$ cat config.mk
export PLATFORM = sky130hd
export DESIGN_NAME = rd_ptr_empty_ctrl
export DESIGN_NICKNAME = d
export VERILOG_FILES = /design/src/rtl/rd_ptr_empty_ctrl.sv
export SDC_FILE = /design/constraint.sdc
export NUM_CORES = 1
export LEC_CHECK = 0
export CORE_UTILIZATION = 40
export CTS_BUF_LIST = sky130_fd_sc_hd__clkbuf_4 sky130_fd_sc_hd__clkbuf_8 sky130_fd_sc_hd__clkbuf_16
export DETAILED_ROUTE_END_ITERATION = 16
export PLACE_DENSITY = 0.71
export SLEW_MARGIN = 30
export SYNTH_ARGS = -nofsm -noshare
export SYNTH_HDL_FRONTEND = slang
export SYNTH_SLANG_ARGS = --single-unit
$ cat constraint.sdc
create_clock -name clk -period 4.1 [get_ports clk]
set_input_delay 0.41 -clock clk [delete_from_list [all_inputs] [get_ports clk]]
set_output_delay 0.41 -clock clk [all_outputs]
set_load 0.05 [all_outputs]
$ cat src/rtl/rd_ptr_empty_ctrl.sv
// Read-side pointer, empty/almost-empty flags and fill level for an async FIFO.
// Define RD_UNDERFLOW_STICKY_EN to make underflow hold until a reset instead of pulsing.
module rd_ptr_empty_ctrl #(
    parameter int unsigned ADDRESS_WIDTH = 4,
    parameter int unsigned SOFT_RESET    = 0,
    parameter int unsigned AEMPTY_THRESH = 2
) (
    input  logic                     clk,
    input  logic                     hw_rst_n,
    input  logic                     sw_rst,
    input  logic                     rd_en,
    input  logic [ADDRESS_WIDTH:0]   sync_wptr,
    output logic [ADDRESS_WIDTH:0]   rd_ptr,
    output logic [ADDRESS_WIDTH-1:0] raddr,
    output logic                     rdempty,
    output logic                     rd_almost_empty,
    output logic [ADDRESS_WIDTH:0]   rd_level,
    output logic                     underflow
);

    localparam int unsigned PtrW      = ADDRESS_WIDTH + 1;
    localparam bit          SoftRstEn = (SOFT_RESET == 1) || (SOFT_RESET == 3);

    logic [PtrW-1:0] rbin_q, rbin_d;
    logic [PtrW-1:0] rd_ptr_q, rd_ptr_d;
    logic [PtrW-1:0] rd_level_q, rd_level_d;
    logic [PtrW-1:0] wbin;
    logic            rdempty_q, rdempty_d;
    logic            aempty_q, aempty_d;
    logic            underflow_q, underflow_d;
    logic            rd_accept, rd_reject;

    // Binary bit i is the XOR of all Gray bits from i up to the MSB.
    always_comb begin
        wbin = '0;
        for (int i = 0; i < PtrW; i++) begin
            wbin[i] = ^(sync_wptr >> i);
        end
    end

    always_comb begin
        rd_accept  = rd_en & ~rdempty_q;
        rd_reject  = rd_en & rdempty_q;
        rbin_d     = rbin_q + {{ADDRESS_WIDTH{1'b0}}, rd_accept};
        rd_ptr_d   = (rbin_d >> 1) ^ rbin_d;
        rd_level_d = wbin - rbin_d;
        rdempty_d  = (rd_ptr_d == sync_wptr);
        aempty_d   = (32'(rd_level_d) <= AEMPTY_THRESH);
`ifdef RD_UNDERFLOW_STICKY_EN
        underflow_d = underflow_q | rd_reject;
`else
        underflow_d = rd_reject;
`endif
        // Soft reset wins over any read issued in the same cycle.
        if (SoftRstEn && sw_rst) begin
            rbin_d      = '0;
            rd_ptr_d    = '0;
            rd_level_d  = '0;
            rdempty_d   = 1'b1;
            aempty_d    = 1'b1;
            underflow_d = 1'b0;
        end
    end

    always_ff @(posedge clk or negedge hw_rst_n) begin
        if (!hw_rst_n) begin
            rbin_q      <= '0;
            rd_ptr_q    <= '0;
            rd_level_q  <= '0;
            rdempty_q   <= 1'b1;
            aempty_q    <= 1'b1;
            underflow_q <= 1'b0;
        end else begin
            rbin_q      <= rbin_d;
            rd_ptr_q    <= rd_ptr_d;
            rd_level_q  <= rd_level_d;
            rdempty_q   <= rdempty_d;
            aempty_q    <= aempty_d;
            underflow_q <= underflow_d;
        end
    end

    assign rd_ptr          = rd_ptr_q;
    assign raddr           = rbin_q[ADDRESS_WIDTH-1:0];
    assign rdempty         = rdempty_q;
    assign rd_almost_empty = aempty_q;
    assign rd_level        = rd_level_q;
    assign underflow       = underflow_q;

endmodule
* Word-level counts from Yosys, hierarchy flattened
Cells that the tools add are included.
W data, S select, Z words.
** Cells by class
- Add/sub/neg operators :: 2
- $lt $le $gt $ge :: 1
- Equality and inequality tests :: 1
- Bitwise logic cells :: 4
- Reductions and logical operators :: 5
** Operator list (count)
- $reduce_xor A5 Y1 :: 5
- $add A5 B1 Y5 :: 1
- $eq A5 B5 Y1 :: 1
- $le A5 B2 Y1 const B :: 1
- $sub A5 B5 Y5 :: 1
- $xor A4 B5 Y5 :: 1
- $and A1 B1 Y1 :: 2
- $not A1 Y1 :: 1
** Word-level totals
- Register bits :: 18
- Input port bits :: 9
- Output and inout port bits :: 17
- Word-level logic and storage cells :: 19

* Depth between registers and ports, before layout
- Word-level depth :: 5
- Gate-level depth with buffers :: 10
- Mapped depth without buffers :: 10

* Worst setup path before layout
No wires, ideal clock.
- Path type :: flip-flop to flip-flop
- Start :: register rdempty_q, in the netlist rdempty
- End :: register aempty_q, in the netlist rd_almost_empty
- Library setup time :: 0.084 ns
- Data arrival time :: 2.585 ns
- Required time :: 4.016 ns
- Slack :: 1.431 ns
- Stages on the path, launching flop included :: 11
- Buffers on the path :: 1
- Clock period less this slack :: 2.669 ns
- Path through :: dfstp_2 > nor2b_1 > ha_1 > ha_1 > clkbuf_1 > xnor2_1 > ha_1 > a21o_1 > a21bo_1 > o31ai_2 > nor3b_1
** On the way
- Cells in the longest elaborated chain, start to end :: 5
** Ends and longest elaborated chain
- start: declaration :: line 28 : logic rdempty_q, rdempty_d;
- start signal: assignment :: line 77 : rdempty_q <= rdempty_d;
- $not A1 Y1 :: line 42 : rd_accept = rd_en & ~rdempty_q;
- $and A1 B1 Y1 :: line 42
- $add A5 B1 Y5 :: line 44 : rbin_d = rbin_q + {{ADDRESS_WIDTH{1'b0}}, rd_accept};
- named net rbin_d[1] :: line 24 : logic [PtrW-1:0] rbin_q, rbin_d;
- $sub A5 B5 Y5 :: line 46 : rd_level_d = wbin - rbin_d;
- $le A5 B2 Y1 :: line 48 : aempty_d = (32'(rd_level_d) <= AEMPTY_THRESH);
- named net aempty_d :: line 29 : logic aempty_q, aempty_d;
- end signal: assignment :: line 78 : aempty_q <= aempty_d;
- end: declaration :: line 29
The timed path passes the listed nets, and every way through them passes these cells.

* Worst setup path after layout
- Start :: input sync_wptr[2]
- End :: register aempty_q, in the netlist rd_almost_empty
** On the way
- Cells in the longest elaborated chain, start to end :: 3
- Elaborated cells between the ends (all ways) :: 5
- Classes of those cells :: add/sub (1); order compare (1); reduce/logical (3)
** Ends and longest elaborated chain
- start: declaration :: line 12 : input logic [ADDRESS_WIDTH:0] sync_wptr,
- $reduce_xor A5 Y1 :: line 37 : wbin[i] = ^(sync_wptr >> i);
- $sub A5 B5 Y5 (*) :: line 46
- $le A5 B2 Y1 (*) :: line 48
- named net aempty_d :: line 29
The timed path passes the listed nets; every way through them passes the cells marked *.

==> results.md <==
* Min Clock Period, post-route at 2.86 ns
* DR iter-0 viols at 6
* CP Launch Point: sync_wptr[2]
* Flip-flop and latch count after synthesis at 17
* Warnings, synthesis at 0
* R2R cell count at 10
* Dpl hpwl at roughly 1200 um
* Nets at 122
* Via density at 4.74
* Reg clk slew, reported paths at 0.09 ns
* Startpoint types: primary input
* Worst slew pin tran at 0.725 ns
* Row cnt at 16
* Reg-to-reg endpoint: rd_almost_empty
* TritonCTS Buffers at 3
* Synth area leader: dfrtp_1
* I/O pin cnt at 26
* Post-DRT Antenna Nets at 0
* Post-synth ARST share at 100%
* Clock Latency Late Sink at 0.28 ns
* Via count at 635
* Grt ovf at 0
* Total GRT Usage at 15.2%
* Fin Setup TNS at 0 ns
* Placer Congestion at 0.859
* Design Area, Final at roughly 1200 um2
* Worst Setup Path Type: primary input to flip-flop
* Crit share post-route at 69.7%
* Final Max Slew Viols at 0
* Maximum capacitance violations at 0
* First-pass GRT wire length at 2690 um
* Largest net degree at the start of global routing at 18
* Cell count after synthesis at 80
* Clock Sinks at 17
* Die Area at around 2400 um2
* Primary FF master, synth: dfrtp_1
* Clk_skew at 0.00567 ns
* Synthesized area per cell at 11.2 um2
* Post-CTS Setup Repair Bufs at 0
* Min-Delay Path Class: primary input to asynchronous set/reset pin
* Placed Cells at 130
* Area contributors post-synth: dfrtp_1 (42%), xor2_1 (11%), xnor2_1 (8.8%)
* PortBufs at 24
* Post-synth top cells: dfrtp_1 (15), xor2_1 (11), inv_1 (10), xnor2_1 (9), ha_1 (5)
* Clock Tree Root: clkbuf_4
* Worst path required time at 4.31 ns
* Status: completed
* Reg2reg start: rdempty
* CTS H-tree depth at 1
* Count leader, synth: dfrtp_1
* Per-cell routed wire length at about 12 um
* PostCTS Resize Cnt at 0
* Fill count at 190
* Post-synthesis sequential area ratio at 47.6%
* Placement Cell Area at 1170 um2
* Share of cells above drive strength 1 at a little under a tenth
* Post-place setup slack at 0.963 ns
* Initial antenna violation count at 0
* Maximum fanout along the worst path at 4
* Critical Path AT at 3.07 ns
* Setup-failing EPs final at 0
* Fin. Hold Viols at 0
* Worst Setup End Kind: flip-flop
* RSZ-0062 raised after global routing: no
* Routed WL at 1550 um
* Die Ht at 49.4 um
* Top-area cell type share of the netlist area at 41.8%
* Core Region at 2040 um2
* Vias in the first global route at 603
* Initial DRT Pass Iterations at 4
* Chip width at just under 50 um
* Final std cells w/o fill at 134
* R2R Setup Slk at 1.48 ns
* Clk buf depth at 2
* CTS tree: built
* Ant diodes at 0
* Initial core utilization at around 44%
* Synthesized netlist net count at 94
* Post-synthesis cell type count at 27
* Mapped Area at ~900 um2
* P&R area growth vs syn at 33.4%
* Fmax at 0.350 GHz
* Final worst slack at 1.24 ns
* Hold Buf Count CTS at 0
* Slew HR at 51.5%
* DRC Markers at 0
* Post-synth EDFFs at 0
-- area by class of cell --
type	count	area [um2]	area share (%)
clock buffers	4	30.0	2.51
inverters	10	37.5	3.13
well taps	27	33.8	2.82
repair buffers	24	240	20.0
flip-flops and latches	17	428	35.7
multi-input cells	52	429	35.8
-- per-stage QoR --
stage	hold slack (ns)	util [%]
5_1_grt	0.599	58.7
2_1_floorplan	0.114	-
3_5_place_dp	0.557	57.2
4_1_cts	0.573	58.7
3_3_place_gp	0.544	57.2
6_report	0.549	58.7
-- cell usage in the layout (no fill, tap or decap), types with 2 or more instances in the layout --
master	Yosys	final
clkbuf_4	0	4
clkdlybuf4s50_1	0	24
dfrtp_1	15	15
dfstp_2	2	2
ha_1	5	5
inv_1	10	10
nand2_1	2	2
nand3_1	4	4
nor2_1	3	3
xnor2_1	9	9
xor2_1	11	11
xor2_2	2	2
-- registers in the layout, indices dropped and copies added (netlist names) --
| signal | cells |
|---|---|
| rd_almost_empty | 1 |
| rbin_q | 5 |
| rd_ptr | 4 |
| rd_level | 5 |
| underflow | 1 |
| rdempty | 1 |
-- metal layers --
layer / part of all wire, % / up-vias / global-route usage, %
met5: 0 / - / 0
met4: 1.0 / 0 / 8.57
met3: 2.7 / 2 / 2.80
met2: 52 / 14 / 25.6
met1: 44 / 301 / 17.9
li1: - / 318 / -
-- kinds of logic after synthesis --
group,share of synthesized area [%]
AOI/OAI and AO/OA,7.24
xor gates and xnor gates,23.1
adders and majority gates,6.96
buffers and inverters,4.60
DFF,47.6
and+or+nand+nor,10.4
-- how the worst max path moves through the flow --
| stage | endpoint | slack (ns) | depth (start not counted) |
|---|---|---|---|
| after floorplan | rd_almost_empty | 1.43 | 10 |
| after global placement | rd_almost_empty | 1.03 | 11 |
| after detailed placement | rd_almost_empty | 0.96 | 11 |
| after CTS | rd_almost_empty | 1.27 | 11 |
| after global routing | rd_almost_empty | 1.08 | 11 |
| final | rd_almost_empty | 1.24 | 11 |
-- worst max-delay path: stages --
cell	delay, ns
clkdlybuf4s50_1	0.59
xnor2_1	0.13
xnor2_1	0.39
xnor2_1	0.20
ha_1	0.22
inv_1	0.05
ha_1	0.19
a21o_1	0.19
a21bo_1	0.21
o31ai_2	0.27
nor3b_1	0.21
Power is not shown: default switching activity piles up to over one toggle a cycle in this logic, so the estimate is an artifact.
